## src/rtl/dca_refill_ctrl.sv

```systemverilog
// Data-cache miss sequencer: on a load miss, fetches the line, fills the cache, then requests a replay.
// Latency: detect + 1 request + LINE_WIDTH beats + fill + replay. Request is held until accepted; beats wait indefinitely.
module dca_refill_ctrl #(
    parameter int LINE_WIDTH = 2,
    parameter int REG_WIDTH  = 32,
    parameter int PA_WIDTH   = 32
) (
    input  logic                            clk,
    input  logic                            rst,
    input  logic                            i_req_valid,
    input  logic                            i_is_load,
    input  logic                            i_hit_cache,
    input  logic                            i_hit_stb,
    input  logic [PA_WIDTH-1:0]             i_addr,
    output logic                            o_stall,
    output logic                            o_mem_req_valid,
    input  logic                            i_mem_req_ready,
    output logic [PA_WIDTH-1:0]             o_mem_addr,
    input  logic                            i_mem_rsp_valid,
    input  logic [REG_WIDTH-1:0]            i_mem_rsp_data,
    input  logic                            i_mem_rsp_err,
    output logic                            o_fill_valid,
    output logic [PA_WIDTH-1:0]             o_fill_addr,
    output logic [LINE_WIDTH*REG_WIDTH-1:0] o_fill_line,
    output logic                            o_replay,
    output logic                            o_exeption
);
    localparam int OFF = $clog2(LINE_WIDTH) + 2;
    localparam int CW  = $clog2(LINE_WIDTH);
    localparam logic [PA_WIDTH-1:0] LINE_MASK = {{(PA_WIDTH-OFF){1'b1}}, {OFF{1'b0}}};
    localparam logic [CW-1:0]       LAST_BEAT = CW'(LINE_WIDTH - 1);

    localparam logic [2:0] S_IDLE   = 3'd0;
    localparam logic [2:0] S_REQ    = 3'd1;
    localparam logic [2:0] S_BEATS  = 3'd2;
    localparam logic [2:0] S_FILL   = 3'd3;
    localparam logic [2:0] S_REPLAY = 3'd4;
    localparam logic [2:0] S_FAULT  = 3'd5;

    logic [2:0]                      state;
    logic [CW-1:0]                   cnt;
    logic                            err_q;
    logic [PA_WIDTH-1:0]             line_addr;
    logic [LINE_WIDTH*REG_WIDTH-1:0] line_buf;
    logic                            miss;

    assign miss = i_req_valid & i_is_load & ~i_hit_cache & ~i_hit_stb;

    always_ff @(posedge clk) begin
        if (!rst) begin
            state     <= S_IDLE;
            cnt       <= '0;
            err_q     <= 1'b0;
            line_addr <= '0;
            line_buf  <= '0;
        end else begin
            case (state)
                S_IDLE: begin
                    if (miss) begin
                        line_addr <= i_addr & LINE_MASK;
                        cnt       <= '0;
                        err_q     <= 1'b0;
                        state     <= S_REQ;
                    end
                end
                S_REQ: begin
                    if (i_mem_req_ready) state <= S_BEATS;
                end
                S_BEATS: begin
                    if (i_mem_rsp_valid) begin
                        line_buf[cnt*REG_WIDTH +: REG_WIDTH] <= i_mem_rsp_data;
                        err_q <= err_q | i_mem_rsp_err;
                        cnt   <= cnt + CW'(1);
                        // Error on any beat, including the last one, diverts to FAULT.
                        if (cnt == LAST_BEAT)
                            state <= (err_q | i_mem_rsp_err) ? S_FAULT : S_FILL;
                    end
                end
                S_FILL:   state <= S_REPLAY;
                S_REPLAY: state <= S_IDLE;
                S_FAULT:  state <= S_IDLE;
                default:  state <= S_IDLE;
            endcase
        end
    end

    // Stall is combinational in IDLE so the missing load is frozen on the detect cycle.
    assign o_stall         = rst & ((state == S_IDLE) ? miss : (state != S_REPLAY));
    assign o_mem_req_valid = (state == S_REQ);
    assign o_mem_addr      = line_addr;
    assign o_fill_valid    = (state == S_FILL);
    assign o_fill_addr     = line_addr;
    assign o_fill_line     = line_buf;
    assign o_replay        = (state == S_REPLAY);
    assign o_exeption      = (state == S_FAULT);
endmodule

```

## config.mk

```make
export PLATFORM = sky130hd
export DESIGN_NAME = dca_refill_ctrl
export DESIGN_NICKNAME = d
export VERILOG_FILES = /design/src/rtl/dca_refill_ctrl.sv
export SDC_FILE = /design/constraint.sdc
export NUM_CORES = 1
export LEC_CHECK = 0
export ABC_AREA = 1
export CORE_MARGIN = 2
export CORE_UTILIZATION = 56
export DETAILED_ROUTE_END_ITERATION = 10
export DONT_BUFFER_PORTS = 1
export PLACE_DENSITY = 0.74
export SYNTH_ARGS = -nofsm -noshare
export SYNTH_HDL_FRONTEND = slang
export SYNTH_SLANG_ARGS = --single-unit
```

## constraint.sdc

```tcl
create_clock -name clk -period 1.19 [get_ports clk]
set_input_delay 0.119 -clock clk [delete_from_list [all_inputs] [get_ports clk]]
set_output_delay 0.119 -clock clk [all_outputs]
set_load 0.02 [all_outputs]
```

==> flow_results.org <==
** Layout
- Final antenna diode count :: 0
- The library cell used most frequently in the layout, excluding fill and tap cells, is sky130_fd_sc_hd__dfxtp_1.
- In the layout the commonest cells are 95 x sky130_fd_sc_hd__dfxtp_1, 71 x sky130_fd_sc_hd__inv_1, 71 x sky130_fd_sc_hd__a21oi_1.
- The area growth from synthesis to layout is 36.9%.
- Layout Nets :: 622
- Excluding fillers, the count of instances in the completed layout stands at 650.
- Measured on the finished design, the core utilization comes to 0.800.
- Of the cells placed in the final design, the portion with a size suffix greater than 1 is 0.359.

** GRT
- Number of antenna violations at the first check in global routing :: 0
- The first global-routing pass estimated roughly 14,000 um of wire.
- The global routing stage identified its most utilized layer as met2.
- Overflow left after global routing :: 0
- Number of global-route vias before repair :: roughly 3,100
- For this run, global-route usage on met3 was measured as 0.0746.
- Met1 capacity usage during global routing :: 0.270
- Maximum number of pins on one net before global-route repair :: 67
- Global Route Usage Sum :: 0.239
- For this run, global-route usage on met2 was measured as 0.408.

** Clock network
- TritonCTS built the clock tree.
- In this run the deepest clock path goes through 2 buffers.
- # clock sinks :: 98
- The H-tree generated during clock tree synthesis spans 3 levels.
- Clock latency on the worst-skew pair, taken at its later pin, is roughly 0.37 ns.
- Inserted Clock Buffers :: 9
- Clock-pin slew on the worst setup and hold paths :: around 0.090 ns
- The root buffer cell chosen for the clock tree is sky130_fd_sc_hd__clkbuf_8.
- CTS Hold Buffers Added :: 30

** Pwr
- The internal power of the cells totals between 5000 and 6000 uW.
- Share of power burned in registers :: 0.440
- Switching pwr :: 3200 uW
- IR analysis of the VDD net gives a maximum drop of between 0.001 and 0.0015 V.
- The share of total power dissipated in the clock network is 0.260.
- The share of total power dissipated in combinational logic is 0.300.
- For this design the static power due to leakage is 0.00201 uW.
- Power per unit of standard cell area :: ~1700 mW/mm^2
- Of the total power, the share spent switching nets is 0.349.

** Synthesis
- The synthesized netlist occupies a cell area of between 0.003 and 0.004 sq mm.
- Synthesis inferred 98 register bits.
- Post-Syn Instances :: between 500 and 600
- Distinct cell type count after synthesis :: 23
- Sequential share of the synthesized area :: 0.492
- Average size of a mapped cell :: about 7.9 sq um
- Warnings, synthesis :: 0

** Critical path
- CP max-delay cell :: sky130_fd_sc_hd__dfxtp_4
- In this design, the critical path's most frequently occurring cell is sky130_fd_sc_hd__nor2_4.
- Along the worst path, the maximum fanout reaches 3.
- The worst setup path is launched from a register.
- The worst setup path is of the register to output port kind.
- Data on the critical path arrives at its endpoint at between 1 and 1.5 ns.
- Critical Path End Type :: output port
- CP required :: between 1 and 1.5 ns
- Ordered cell list for the critical path :: nor2_4, nand2_2, nor2_4, nor3_2, buf_4
- On the worst path, the slowest cell contributes a delay of roughly 0.37 ns.
- Counting both buffers and inverters, the worst setup path holds a total of 1.
- Top Family by Delay on Critical Path :: simple AND/OR/NAND/NOR gates

** Hold path
- Type of the tightest min-delay check :: primary input to register

** Drt
- After the first detailed-routing iteration, the DRC count stood at around 110.
- Count of vias placed by the detailed router :: around 3,600
- DRT Wirelength :: around 11,000 um
- Number of antenna-violating nets in the routed design :: 0
- # DRC :: 0
- Dividing the detail-routed wire length by the instance count gives between 15 and 20 um.
- The first TritonRoute pass finished after 4 iterations.
- Dividing the detail-routed via count by the number of cells gives roughly 5.5.

** Placed design
- At the end of routability-driven placement, the weighted congestion stood at about 0.78.
- During placement, the flow inserted port buffers numbering 0.
- HPWL Detailed :: 5970 um
- After detailed placement, the design holds a cell count of between 500 and 600.

** Die
- After floorplanning, the core was sized to cover between 0.006 and 0.007 sq mm.
- Die Outline Area :: between 0.007 and 0.008 sq mm
- just over 200 I/O pins were placed.
- Row cnt :: 30
- Chip height :: about 88 um
- Die W :: 88.4 um
- Starting Density :: 0.584

** STA
- Clock skew on the completed layout was measured at roughly 0.014 ns.
- Across all setup checks in the final design, the least slack found is -0.209 ns.
- Setup repair after global routing missed its margin :: true
- Highest Clock Rate :: a little over 700 MHz
- Final clock period utilization by the worst path :: 1.18
- Hold slack :: -0.141 ns
- Final hold violations :: 65
- After routing, the total negative slack on setup checks comes to -10.82 ns.
- Setup violations remaining at the end of the flow were counted as roughly 100.
- Final number of max-transition violations :: 0
- Minimum period implied by the final worst setup slack :: 1.40 ns

** Job
- The tool flagged a number of max-cap violations equal to 0.

** Outcome
- Violations in the final reports :: hold timing, setup timing
- The run finished, with violations left.
[flip-flops by register name, indices dropped and copies added (netlist names)]
name,cells
cnt,1
err_q,1
o_fill_addr,29
o_fill_line,64
state,3
[cells in the mapped netlist]
cell                       number  area share
sky130_fd_sc_hd__a21boi_0       1      0.0019
sky130_fd_sc_hd__a21oi_1       96        0.12
sky130_fd_sc_hd__buf_1          1     0.00094
sky130_fd_sc_hd__buf_2         11       0.014
sky130_fd_sc_hd__buf_4         38       0.071
sky130_fd_sc_hd__buf_6          7       0.020
sky130_fd_sc_hd__clkbuf_1      11       0.010
sky130_fd_sc_hd__clkinv_1       1     0.00094
sky130_fd_sc_hd__conb_1         1     0.00094
sky130_fd_sc_hd__dfxtp_1       98        0.49
sky130_fd_sc_hd__inv_1         74       0.070
sky130_fd_sc_hd__inv_2          3      0.0028
sky130_fd_sc_hd__nand2_1       47       0.044
sky130_fd_sc_hd__nand3_1       33       0.041
sky130_fd_sc_hd__nand3_4        1      0.0044
sky130_fd_sc_hd__nand3b_1       1      0.0019
sky130_fd_sc_hd__nand3b_2       1      0.0028
sky130_fd_sc_hd__nor2_1        12       0.011
sky130_fd_sc_hd__nor2_2         1      0.0016
sky130_fd_sc_hd__nor2_4         1      0.0028
sky130_fd_sc_hd__nor3_1         3      0.0038
sky130_fd_sc_hd__o21ai_0       42       0.053
sky130_fd_sc_hd__o21ai_1       23       0.029
[layer usage]
metal | part of all wire | up-vias | wire length, um
met5 | 0 | - | 0
met2 | 0.52 | 176 | 5950
met4 | 0.032 | 0 | 359
met1 | 0.37 | 1673 | 4190
li1 | - | 1686 | -
met3 | 0.076 | 33 | 869
[worst paths after layout]
kind	start	to	slack, ns	depth (start not counted)
max	state[2]$_SDFFE_PN0P_	o_stall	-0.21	5
min	rst	o_fill_line[23]$_SDFFE_PN0P_	-0.14	2
max reg2reg	state[2]$_SDFFE_PN0P_	o_fill_line[25]$_SDFFE_PN0P_	-0.21	8
min reg2reg	o_fill_addr[17]$_SDFFE_PN0P_	o_fill_addr[17]$_SDFFE_PN0P_	0.46	2
[layout make-up]
type                    instances  area [sq um]
clock buffers                  10           128
clock inverters                 6          90.1
fillers                       478          1370
inverters                      78           298
multi-input cells             268          1830
flip-flops and latches         98          1970
well taps                      96           120
repair buffers                 94          1030
[cells by family (layout without fill, tap and decap cells)]
family                 after synthesis  after routing  share of synthesized area
other                                1              6                   0.000940
AO/OA/AOI/OAI                      162            162                      0.204
flip-flops                          98             98                      0.492
buffers and inverters              146            188                      0.190
AND/OR/NAND/NOR                    100            100                      0.114
[worst register-to-register path: stages (launching register included)]
cell                       delay (ns)
sky130_fd_sc_hd__dfxtp_4         0.37
sky130_fd_sc_hd__nor2_4          0.11
sky130_fd_sc_hd__buf_6           0.14
sky130_fd_sc_hd__nand3b_4        0.09
sky130_fd_sc_hd__inv_4           0.08
sky130_fd_sc_hd__nand2_8         0.11
sky130_fd_sc_hd__buf_16          0.18
sky130_fd_sc_hd__o21ai_2         0.15
sky130_fd_sc_hd__a21oi_1         0.07
[stage by stage]
stage          area, sq um  setup slack, ns  power [uW]  hold WS [ns]
2_1_floorplan         4050          -0.0261        5410         0.284
3_3_place_gp          4120          -0.0381        5650         0.251
3_5_place_dp          4120          -0.0754        5720         0.250
4_1_cts               4830           -0.194        8440        -0.150
5_1_grt               5460           -0.253        9530        -0.149
6_report              5460           -0.209        9180        -0.141
[power by group through the flow]
stage                     clock network [uW]  registers [uW]  logic, uW
after detailed placement                   0            4100       1610
after floorplan                            0            4080       1320
after CTS                               2390            4030       2010
after global routing                    2530            4070       2930
after global placement                     0            4100       1550
final                                   2390            4040       2760
[what timing repair did]
action                                  CTS  global route
buffers inserted                          5             4
endpoints found under the hold margin    95            65
gates resized for setup                  35           154
pin swaps                                 6            24
cloned                                    3             4
endpoints found under the setup margin   94           103
No activity file was read; power rests on OpenSTA's default activity.
